### config.mk
export PLATFORM = sky130hd
export DESIGN_NAME = secuenciador_sumas
export DESIGN_NICKNAME = d
export VERILOG_FILES = /design/src/rtl/secuenciador_sumas.sv
export SDC_FILE = /design/constraint.sdc
export NUM_CORES = 1
export LEC_CHECK = 0
export CELL_PAD_IN_SITES_DETAIL_PLACEMENT = 0
export CELL_PAD_IN_SITES_GLOBAL_PLACEMENT = 1
export CORE_ASPECT_RATIO = 0.6
export CORE_MARGIN = 2
export CORE_UTILIZATION = 44
export DETAILED_ROUTE_END_ITERATION = 10
export GPL_TIMING_DRIVEN = 0
export MAX_ROUTING_LAYER = met4
export PLACE_DENSITY = 0.88
export SLEW_MARGIN = 20
export SYNTH_ARGS = -nofsm -noshare
export SYNTH_HDL_FRONTEND = slang
export SYNTH_SLANG_ARGS = --single-unit
### constraint.sdc
create_clock -name clk_i -period 1.8 [get_ports clk_i]
set_input_delay 0.27 -clock clk_i [delete_from_list [all_inputs] [get_ports clk_i]]
set_output_delay 0.27 -clock clk_i [all_outputs]
set_load 0.02 [all_outputs]
### src/rtl/secuenciador_sumas.sv
// Command sequencer for a shared adder and register bank.
// Commands (dst, a, b) are queued in a small FIFO; on start they are
// executed back to back, one per cycle, as R[dst] = R[a] + R[b].
module secuenciador_sumas #(
  parameter int NUMREG = 8,
  parameter int DEPTH  = 4,
  localparam int INDEX_SIZE = $clog2(NUMREG),
  localparam int CNT_SIZE   = $clog2(DEPTH + 1)
) (
  input  logic                  clk_i,
  input  logic                  rst_i,
  input  logic                  inicio_i,
  input  logic                  cmd_valid_i,
  output logic                  cmd_ready_o,
  input  logic [INDEX_SIZE-1:0] cmd_dst_i,
  input  logic [INDEX_SIZE-1:0] cmd_a_i,
  input  logic [INDEX_SIZE-1:0] cmd_b_i,
  output logic [INDEX_SIZE-1:0] A_o,
  output logic [INDEX_SIZE-1:0] B_o,
  output logic [INDEX_SIZE-1:0] id_o,
  output logic                  we_o,
  output logic                  ocupado_o,
  output logic                  fin_o,
  output logic [CNT_SIZE-1:0]   cuenta_o,
  output logic [7:0]            hechas_o
);

  localparam int PTR_SIZE = $clog2(DEPTH);

  typedef enum logic [1:0] {ESPERA, EJECUTA, FIN} estado_t;

  estado_t estado, estado_sig;

  logic [INDEX_SIZE-1:0] mem_dst [DEPTH];
  logic [INDEX_SIZE-1:0] mem_a   [DEPTH];
  logic [INDEX_SIZE-1:0] mem_b   [DEPTH];
  logic [PTR_SIZE-1:0]   rd_ptr, wr_ptr;
  logic [CNT_SIZE-1:0]   cuenta;
  logic [7:0]            hechas;
  logic                  push, pop;

  // Handshake: full FIFO refuses pushes even when a pop happens this cycle.
  assign cmd_ready_o = (cuenta < CNT_SIZE'(DEPTH));
  assign push        = cmd_valid_i && cmd_ready_o;
  assign pop         = (estado == EJECUTA);
  assign cuenta_o    = cuenta;
  assign hechas_o    = hechas;

  // State register.
  always_ff @(posedge clk_i or posedge rst_i) begin
    // NOTE: sequential state uses non-blocking assignments so every register
    // samples pre-edge values regardless of block ordering.
    if (rst_i) estado <= ESPERA;
    else       estado <= estado_sig;
  end

  // Next-state logic and bank-facing outputs.
  always_comb begin
    // NOTE: every output gets a default first so no path leaves a latch.
    estado_sig = estado;
    we_o       = 1'b0;
    A_o        = '0;
    B_o        = '0;
    id_o       = '0;
    ocupado_o  = 1'b0;
    fin_o      = 1'b0;
    unique case (estado)
      ESPERA: begin
        if (inicio_i) estado_sig = (cuenta != '0) ? EJECUTA : FIN;
      end
      EJECUTA: begin
        we_o      = 1'b1;
        ocupado_o = 1'b1;
        A_o       = mem_a[rd_ptr];
        B_o       = mem_b[rd_ptr];
        id_o      = mem_dst[rd_ptr];
        // Last entry leaves unless a new command arrives in the same cycle.
        if (cuenta == CNT_SIZE'(1) && !push) estado_sig = FIN;
      end
      FIN: begin
        fin_o      = 1'b1;
        estado_sig = ESPERA;
      end
      default: estado_sig = ESPERA;
    endcase
  end

  // FIFO storage; written only on accepted pushes.
  always_ff @(posedge clk_i) begin
    // NOTE: the storage array has no reset; pointers and count define validity.
    if (push) begin
      mem_dst[wr_ptr] <= cmd_dst_i;
      mem_a[wr_ptr]   <= cmd_a_i;
      mem_b[wr_ptr]   <= cmd_b_i;
    end
  end

  // FIFO pointers and occupancy count.
  always_ff @(posedge clk_i or posedge rst_i) begin
    if (rst_i) begin
      wr_ptr <= '0;
      rd_ptr <= '0;
      cuenta <= '0;
    end else begin
      if (push) wr_ptr <= wr_ptr + 1'b1;
      if (pop)  rd_ptr <= rd_ptr + 1'b1;
      case ({push, pop})
        2'b10:   cuenta <= cuenta + CNT_SIZE'(1);
        2'b01:   cuenta <= cuenta - CNT_SIZE'(1);
        default: cuenta <= cuenta;
      endcase
    end
  end

  // Writes issued since the last accepted start, saturating at 255.
  always_ff @(posedge clk_i or posedge rst_i) begin
    if (rst_i)                               hechas <= '0;
    else if (estado == ESPERA && inicio_i)   hechas <= '0;
    else if (pop && hechas != 8'hFF)         hechas <= hechas + 8'd1;
  end

endmodule

==> reports/results.ini <==
[critical_path]
crit_arrival_ns = 1.65
critPathBufInv = 2
cp-end-kind = output pin
r2r_start = cuenta_o[2]$_DFFE_PP0P_
crit_start = rd_ptr[0]$_DFFE_PP0N_
cp_slowest_stage_delay_ns = 0.49
crit_slowest_cell = mux4_2
crit_required_ns = 1.53
path_cells = buf_6, mux4_2, and2_4, buf_6
crit_type = reg -> out
cpMostUsedCell = buf_6
cp-start-kind = flop
crit_family = multiplexers
cp_max_fo = 5

[clock_network]
htreeDepth = 2
clock_latency_ns = 0.31
cts_buffers = 5
cts-root-buf = clkbuf_8
clk_path_buf_depth = 2
cts_tree = done
path_clk_slew_ns = 0.10
clock_sinks = 53
cts-hold-fix-buffers = 0

[synthesis]
syn-num-nets = 182
synth_most_common_cell = edfxtp_1
yosysSeqAreaShare_pct = 63.2
synth_common_cells = 36 x edfxtp_1, 17 x dfrtp_1, 13 x and2_1, 11 x inv_1
synth_top_cell_by_area = edfxtp_1
ys.flop_type = edfxtp_1
syn_avg_cell_area_um2 = 15.0
synth_edf_count = 36
netlist_area_mm2 = 0.00238
ys_types = 36
ys_async_sr_fraction_pct = 32.1
ys_seq_elements = 53
synth_top_area_share_pct = 45.4
yosys_warnings = 0
postSynthCellCount = 159
yosys-top-cells-area = edfxtp_1 45%, dfrtp_1 18%, mux4_2 8.5%

[worst_hold_path]
hp-class = in -> async

[run_status]
violations = setup timing
outcome = finished with violations

[floorplanning]
rows = 20
die_y_um = 61.0
fp.dieW_um = 99.0
start_util_pct = 46.4
die-area_mm2 = 0.00604
coreArea_mm2 = 0.00513
ios = 37

[timing]
worstMarginPinSlew_ns = 0.702
clock.fmax_mhz = 522
setup_slack_ns = -0.116
period_share_pct = 106
post-route-min-period_ns = 1.92
hold_viol = 0
slew_headroom_pct = 53.1
rsz0062_at_grt = yes
setup_tns_ns = -0.919
worst_clock_skew_ns = 0.00956
slew_violations = 0
setup_viol = 9

[power_and_ir_drop]
ir_drop_v = 0.000845
p_sw_mw = 1.94
pwr-share-seq_pct = 34.7
p_per_area_mw_per_mm2 = 1800
netSwitchingFraction_pct = 35.3
p_comb_share_pct = 48.0
p_int_mw = 3.56
leakagePower_nw = 1.20
clockPowerShare_pct = 17.3

[global_routing]
overflow = 0
antenna_found_initial = 0
grt_max_degree = 18
grt_pass1_wl_um = 7420
first_global_vias = 1443
track_usage_pct = 17.4

[drt]
num_vias = 1454
viasPerCell = 5.35
wl_um = 4640
first_pass_iters = 4
post_drt_wl_per_cell_um = 17.1
initialDrtViolationCount = 94
antenna_left = 0
drc = 0

[final_layout]
nets = 228
syn_to_final_growth_pct = 28.6
n_antenna_cell = 0
drive_gt1_share_pct = 27.2
instances_no_fill = 272

[placed_design]
place.gp.congestion = 0.801
dpl.cell_count = 261
io_buffer_count = 36
dp_hpwl_um = 3150

[run]
drv_cap = 0

==> stage by stage <==
stage                     area, um2  util, %  total power [mW]  setup slack [ns]  hold WS [ns]
after floorplan                2380        -              3.34             0.186         0.196
after global placement         2830     55.1              4.16            -0.354         0.483
after detailed placement       2830     55.1              4.27            -0.418         0.490
after CTS                      3040     59.3              5.45            -0.172         0.393
after global routing           3060     59.7              5.80            -0.166         0.439
final                          3060     59.7              5.50            -0.116         0.363
==> final timing paths <==
path / slack [ns] / to / cells after the start
worst max register to register: 0.13 / mem_a[1][1]$_DFFE_PP_ / 3
worst min-delay path: 0.36 / hechas_o[5]$_DFFE_PP0P_ / 2
min in group clk_i: 0.53 / estado[1]$_DFFE_PP0P_ / 1
worst max-delay path: -0.12 / A_o[1] / 4
worst min register to register: 0.53 / estado[1]$_DFFE_PP0P_ / 1
max in group asynchronous: 0.94 / rd_ptr[1]$_DFFE_PP0N_ / 2
==> timing repair <==
action	CTS	global route
buffers inserted	3	1
resized for setup	70	16
pin swaps	3	6
setup endpoints to repair	13	24
cloned	1	0
==> routing by layer <==
| layer | share of wire [%] | wire length (um) | global-route usage, % |
|---|---|---|---|
| met2 | 50 | 2310 | 29.3 |
| met3 | 4.4 | 203 | 3.92 |
| met4 | 1.1 | 50 | 4.70 |
| met1 | 45 | 2080 | 21.8 |
| met5 | 0 | 0 | - |
==> layout make-up <==
type	instances	area, um2
buffer	4	51.3
clock buffer	5	68.8
clock inverter	3	68.8
fill	386	2070
inverter	12	52.6
multi-input combinational	89	836
sequential	53	1510
tap	66	82.6
timing repair buffer	40	393
==> power by group through the flow <==
| stage | clock network (mW) | registers [mW] | logic (mW) |
|---|---|---|---|
| floorplan | 0 | 1.94 | 1.40 |
| global placement | 0 | 1.83 | 2.33 |
| detailed placement | 0 | 1.87 | 2.40 |
| CTS | 0.960 | 1.90 | 2.59 |
| global route | 0.999 | 1.95 | 2.85 |
| finish | 0.952 | 1.91 | 2.64 |
==> state kept, by name, indices dropped and copies added, names as in the netlist <==
name / count
rd_ptr: 2
estado: 2
cuenta_o: 3
wr_ptr: 2
mem_dst: 12
mem_a: 12
hechas_o: 8
mem_b: 12
==> kinds of logic after synthesis <==
logic type	count (synthesis)	synth area share (%)
multiplexers	13	10.2
XOR/XNOR	6	2.21
flip-flops	53	63.2
buffers and inverters	17	2.99
AND/OR/NAND/NOR	40	10.1
AO/OA/AOI/OAI	20	5.99
adder cells (fa/ha/maj)	10	5.25
==> cell usage in the layout (no fill, tap or decap), types with 2 or more instances in the layout <==
master	synthesis	layout
nor2b_1	2	2
clkdlybuf4s50_1	0	23
o21a_1	2	2
and3_1	3	3
clkbuf_8	0	5
edfxtp_1	36	36
nand2_1	10	10
bufinv_16	0	2
a21oi_1	3	3
and2_4	0	9
xnor2_1	6	6
ha_1	10	10
mux4_2	9	9
o211ai_1	2	2
dfrtp_1	17	14
buf_6	0	9
inv_1	11	11
buf_4	2	5
dfrtp_2	0	3
nand4_1	3	3
o21ai_0	4	4
and2_1	13	3
mux2i_1	4	4
nand3_1	2	2
==> worst reg2reg max path, stage by stage, from the launching register on <==
cell and delay (ns):
dfrtp_1 0.44, nor2b_1 0.12, clkbuf_1 0.26, and2_1 0.49
No activity file was read; power rests on OpenSTA's default activity.
